## src/rtl/imem_pkg.sv

```systemverilog
// Shared constants and loader state encoding for the instruction-memory path.
// The processor top reuses the address/data widths from here.
package imem_pkg;

   localparam int IMEM_ADDR_W = 12;
   localparam int IMEM_DATA_W = 16;
   localparam int IMEM_DEPTH  = 4096;
   localparam int IMEM_LEN_W  = 16;

   typedef enum logic [2:0] {
      S_LEN_HI,
      S_LEN_LO,
      S_DATA_HI,
      S_DATA_LO,
      S_WRITE,
      S_CHECK,
      S_DONE,
      S_ERROR
   } imem_state_t;

   // States in which the loader takes a byte from the stream.
   function automatic logic state_takes_byte(input imem_state_t s);
      return (s == S_LEN_HI) || (s == S_LEN_LO) || (s == S_DATA_HI) ||
             (s == S_DATA_LO) || (s == S_CHECK);
   endfunction

endpackage

```

## src/rtl/imem_loader.sv

```systemverilog
// Byte-stream program loader: assembles 16-bit words, writes them to instruction
// memory from address 0, verifies an XOR checksum and then releases the CPU.
//
// state     | meaning
// ----------+---------------------------------------------------------
// S_LEN_HI  | waiting for word-count high byte
// S_LEN_LO  | waiting for word-count low byte; range check on count
// S_DATA_HI | waiting for instruction MSB byte
// S_DATA_LO | waiting for instruction LSB byte
// S_WRITE   | one-cycle memory write strobe, stream stalled
// S_CHECK   | waiting for checksum byte
// S_DONE    | image verified; CPU released one cycle after entry
// S_ERROR   | oversize count or checksum mismatch; CPU held in reset
module imem_loader
   import imem_pkg::*;
#(
   parameter int ADDR_W = IMEM_ADDR_W,
   parameter int DATA_W = IMEM_DATA_W,
   parameter int DEPTH  = IMEM_DEPTH
) (
   input  logic              CLOCK_50,
   input  logic              reset,
   input  logic              start,
   input  logic              byte_valid,
   input  logic [7:0]        byte_data,
   output logic              byte_ready,
   output logic              mem_wren,
   output logic [ADDR_W-1:0] mem_address,
   output logic [DATA_W-1:0] mem_data,
   output logic              cpu_reset,
   output logic              done,
   output logic              error,
   output logic [ADDR_W:0]   words_loaded
);

   localparam logic [IMEM_LEN_W:0] L_DEPTH = (IMEM_LEN_W + 1)'(DEPTH);

   imem_state_t               r_state;
   imem_state_t               w_next;
   logic [IMEM_LEN_W-1:0]     r_len;
   logic [7:0]                r_hi;
   logic [7:0]                r_csum;
   logic [DATA_W-1:0]         r_mem_data;
   logic [ADDR_W:0]           r_words;
   logic                      r_ready;
   logic                      r_cpu_reset;

   logic                      w_xfer;
   logic [IMEM_LEN_W-1:0]     w_len_full;
   logic [ADDR_W:0]           w_words_inc;
   logic                      w_last_word;

   assign w_xfer      = byte_valid & r_ready;
   assign w_len_full  = {r_len[IMEM_LEN_W-1:8], byte_data};
   assign w_words_inc = r_words + 1'b1;
   assign w_last_word = (IMEM_LEN_W'(w_words_inc) == r_len);

   always_comb begin
      w_next = r_state;
      case (r_state)
         S_LEN_HI: begin
            if (w_xfer) w_next = S_LEN_LO;
         end
         S_LEN_LO: begin
            if (w_xfer) begin
               if ({1'b0, w_len_full} > L_DEPTH) w_next = S_ERROR;
               else if (w_len_full == '0)        w_next = S_CHECK;
               else                              w_next = S_DATA_HI;
            end
         end
         S_DATA_HI: begin
            if (w_xfer) w_next = S_DATA_LO;
         end
         S_DATA_LO: begin
            if (w_xfer) w_next = S_WRITE;
         end
         S_WRITE: begin
            w_next = w_last_word ? S_CHECK : S_DATA_HI;
         end
         S_CHECK: begin
            if (w_xfer) w_next = (byte_data == r_csum) ? S_DONE : S_ERROR;
         end
         S_DONE, S_ERROR: begin
            if (start) w_next = S_LEN_HI;
         end
         default: w_next = S_LEN_HI;
      endcase
   end

   // Ready is registered from the next state so it never depends on byte_valid
   // within a cycle, and it reads low for the first cycle out of reset.
   always_ff @(posedge CLOCK_50) begin
      if (reset) begin
         r_state     <= S_LEN_HI;
         r_len       <= '0;
         r_hi        <= '0;
         r_csum      <= '0;
         r_mem_data  <= '0;
         r_words     <= '0;
         r_ready     <= 1'b0;
         r_cpu_reset <= 1'b1;
      end else begin
         r_state     <= w_next;
         r_ready     <= state_takes_byte(w_next);
         r_cpu_reset <= !((r_state == S_DONE) && !start);
         case (r_state)
            S_LEN_HI: begin
               if (w_xfer) r_len[IMEM_LEN_W-1:8] <= byte_data;
            end
            S_LEN_LO: begin
               if (w_xfer) r_len[7:0] <= byte_data;
            end
            S_DATA_HI: begin
               if (w_xfer) begin
                  r_hi   <= byte_data;
                  r_csum <= r_csum ^ byte_data;
               end
            end
            S_DATA_LO: begin
               if (w_xfer) begin
                  r_mem_data <= {r_hi, byte_data};
                  r_csum     <= r_csum ^ byte_data;
               end
            end
            S_WRITE: begin
               r_words <= w_words_inc;
            end
            S_DONE, S_ERROR: begin
               if (start) begin
                  r_words <= '0;
                  r_csum  <= '0;
               end
            end
            default: ;
         endcase
      end
   end

   assign byte_ready   = r_ready;
   assign mem_wren     = (r_state == S_WRITE);
   assign mem_address  = r_words[ADDR_W-1:0];
   assign mem_data     = r_mem_data;
   assign cpu_reset    = r_cpu_reset;
   assign done         = (r_state == S_DONE);
   assign error        = (r_state == S_ERROR);
   assign words_loaded = r_words;

endmodule

```

## config.mk

```make
export PLATFORM = sky130hd
export DESIGN_NAME = imem_loader
export DESIGN_NICKNAME = d
export VERILOG_FILES = /design/src/rtl/imem_pkg.sv /design/src/rtl/imem_loader.sv
export SDC_FILE = /design/constraint.sdc
export NUM_CORES = 1
export LEC_CHECK = 0
export CORE_ASPECT_RATIO = 1.5
export CORE_MARGIN = 4
export CORE_UTILIZATION = 48
export DETAILED_ROUTE_END_ITERATION = 8
export PLACE_DENSITY = 0.86
export SYNTH_ARGS = -nofsm -noshare
export SYNTH_HDL_FRONTEND = slang
export SYNTH_SLANG_ARGS = --single-unit
```

## constraint.sdc

```tcl
create_clock -name CLOCK_50 -period 2.05 [get_ports CLOCK_50]
set_input_delay 0.41 -clock CLOCK_50 [delete_from_list [all_inputs] [get_ports CLOCK_50]]
set_output_delay 0.41 -clock CLOCK_50 [all_outputs]
set_load 0.03 [all_outputs]
```

==> out/metrics.csv, run 1 <==
metric;value;unit
Post-synth ARST share;0;%
cell area power density;604.6;nW/µm²
Final Hold Viols;0;
Max clock buf depth;2;
Setup violations, final;4;
synth-to-layout area growth;37.15;%
Final min period;2204;ps
reg2reg path depth;11;
Syn Area/Cell;7.762;µm²
R2R setup slack;-150;ps
clock root buffer master;clkbuf_8;
first-pass GRT wire length;17420;µm
Core Region;6944;µm²
RSZ-0062 raised after global routing;yes;
status;finished, violations left;
maxcap violations;0;
end of the worst hold path;words_loaded[8]$_SDFFE_PP0P_;
num rows;37;
number of flops mapped to enable cells by yosys;0;
Final ANT Viol Nets;0;
Setup TNS Final;-385.5;ps
internal power;0.002093;W
Die ar.;8663;µm²
leakage power total;1.807;nW
initial antenna violation count;0;
Avg WL per Cell;16.73;µm
ANT cells;0;
First DRT Iteration DRCs;260;
fin crit share;107.5;%
Port Buffer Count;57;
Clk Latency, worst-skew pair;350;ps
Post-Synthesis Cells;446;
Peak VDD IR;610.1;µV
Critical Path RT;2350;ps
Reg-to-Reg End;byte_ready$_SDFF_PP0_;
Mapped Area;3462;µm²
Final WS setup;-154.4;ps
Fmax;453.6;MHz
Crit path arrival time;2500;ps
worst hold path stage count;2;
clk slew on worst S/H paths;70;ps
dominant synthesized flop cell;dfxtp_1;
HPWL Detailed;7572;µm
net switching power;0.0007785;W
GP Congestion;0.9638;
Die Y-Extent;112.0;µm
layout cell share with drive strength beyond 1;22.71;%
FILL cells;541;
post-synthesis sequential area ratio;38.16;%
sw frac;27.11;%
TritonCTS clock tree;done;
Detailed Route WL;10440;µm
Hold Path Class;primary input to register;
number of CTS-inserted buffers;9;
Setup CP Type;register to register;
global-route usage over all layers;24.98;%
share of power burned in registers;47.6;%
clock skew;5.658;ps
H-tree Lvls;3;
Max-Slew Margin vs Limit;48.93;%
hold_buf cts;0;
Initial Utilization;49.86;%
failing checks;negative setup slack;
Reg-to-Reg Start;words_loaded[1]$_SDFFE_PP0P_;
Sink Count;66;
Crit. End Element;register;
Cell Area, Placed;4425;µm²
final slew viol count;0;
vias in the first global route;3770;
CP max FO;4;
Gate power share;15.2;%
GRT overflow;0;
commonest cells after routing, fill and taps aside;buf_4 (70), nand2_1 (67), a21oi_1 (58);
via-per-instance ratio;5.877;
clock network power share;37.2;%
Yosys reg bits;66;
Yosys warnings;0;
leading cell type in the layout, fill and taps excluded;buf_4;
design area;4748;µm²
Netlist cell types;51;
Worst setup SP type;register;
drt pass-1 iters;5;
Worst Tran Pin Value;756.1;ps
number of I/O pins;58;
die width;77.34;µm
Via Count;3667;
largest net degree at the start of global routing;32;
DRC Markers;0;
Hold Startpoint;reset;
layout net count;555;
syn nets;459;
-- flip-flops by register name, indices dropped and copies added, names as in the netlist --
name	flops
byte_ready	1
r_hi	8
r_csum	8
r_state	3
mem_data	16
cpu_reset	1
words_loaded	13
r_len	16
-- metal layers --
metal  track usage (%)  share of wire (%)  up-vias
met4             16.75                5.2        0
met3             5.377                5.5       43
met1             25.78                 37     1724
li1                  -                  -     1735
met5                 0                  0        -
met2             44.60                 52      165
-- through the flow --
stage	util [%]	power, W	hold slack (ps)	cells	worst slack [ps]
after detailed placement	63.73	0.001799	446.4	601	-412.6
after global routing	68.38	0.002983	428.2	624	-281.8
after global placement	63.73	0.001788	440.4	601	-386.2
final	68.38	0.002871	407.9	624	-154.4
after CTS	67.41	0.002865	385.7	623	-104.9
after floorplan	-	0.001626	428.5	446	10.48
-- worst max path at each step --
stage,to,slack (ps),start,depth (start not counted)
after floorplan,byte_ready$_SDFF_PP0_,10,words_loaded[0]$_SDFFE_PP0P_,8
final,byte_ready$_SDFF_PP0_,-150,words_loaded[1]$_SDFFE_PP0P_,11
after detailed placement,byte_ready$_SDFF_PP0_,-410,byte_data[1],8
after global placement,byte_ready$_SDFF_PP0_,-390,byte_data[4],8
after global routing,r_state[1]$_SDFF_PP0_,-280,words_loaded[0]$_SDFFE_PP0P_,9
after CTS,r_state[1]$_SDFF_PP0_,-100,words_loaded[0]$_SDFFE_PP0P_,9
-- synth_stat cells (3+ instances only) --
cell type | count | area share (%)
a21oi_1 | 58 | 8.4
a22oi_1 | 3 | 0.65
and3_1 | 5 | 0.90
buf_2 | 4 | 0.58
buf_4 | 14 | 3.0
clkbuf_1 | 22 | 2.4
dfxtp_1 | 66 | 38
inv_1 | 5 | 0.54
mux2i_1 | 9 | 2.6
nand2_1 | 68 | 7.4
nand2b_1 | 4 | 0.72
nand3_1 | 16 | 2.3
nand3b_1 | 9 | 2.0
nand4_1 | 3 | 0.54
nor2_1 | 47 | 5.1
nor3_1 | 12 | 1.7
nor3_2 | 5 | 1.4
nor4_1 | 6 | 1.1
o21ai_0 | 30 | 4.3
xnor2_1 | 7 | 1.8
xor2_1 | 14 | 3.5
-- critical path, stage by stage, from the launching register on --
cell	delay, ps
dfxtp_4	350
ha_4	180
nand3_4	80
buf_6	110
nor3_4	40
buf_4	130
buf_4	130
a311oi_2	270
nand4_1	220
nor4b_4	330
a21o_1	180
a221o_1	130
-- area by class of cell --
type	instances	area [µm²]	area share, %
tap	78	97.59	2.055
clock buffer	12	145.1	3.057
inverter	6	25.02	0.5270
timing repair buffer	127	1092	23.00
sequential	66	1345	28.33
clock inverter	3	40.04	0.8432
multi-input combinational	332	2003	42.19
-- power by group through the flow --
| stage | sequential, W | combinational (W) | clock [W] |
|---|---|---|---|
| after detailed placement | 0.00139 | 0.000407 | 0 |
| final | 0.00137 | 0.000436 | 0.00107 |
| after floorplan | 0.00138 | 0.000241 | 0 |
| after CTS | 0.00136 | 0.000410 | 0.00109 |
| after global placement | 0.00139 | 0.000397 | 0 |
| after global routing | 0.00137 | 0.000475 | 0.00114 |
-- repair_timing --
action	4_1_cts	5_1_grt
setup endpoints to repair	6	8
gates resized for setup	7	11
setup buffers	7	1
pin swaps	7	9
-- logic make-up after synthesis --
kind of cell | after synthesis | synth area share, %
fa+ha+maj | 1 | 0.3613
flops | 66 | 38.16
mux | 9 | 2.602
buf+inv | 48 | 6.867
compound gates | 106 | 17.28
xor+xnor | 22 | 5.963
simple gates | 194 | 28.77
Power figures use the tool's default switching activity.
==> run 2, diff against run 1 <==
- CTS_CLUSTER_DIAMETER: unset -> 120
==> results of run 2 <==
No change in the layout: final DEF, timing and power equal those of run 1.
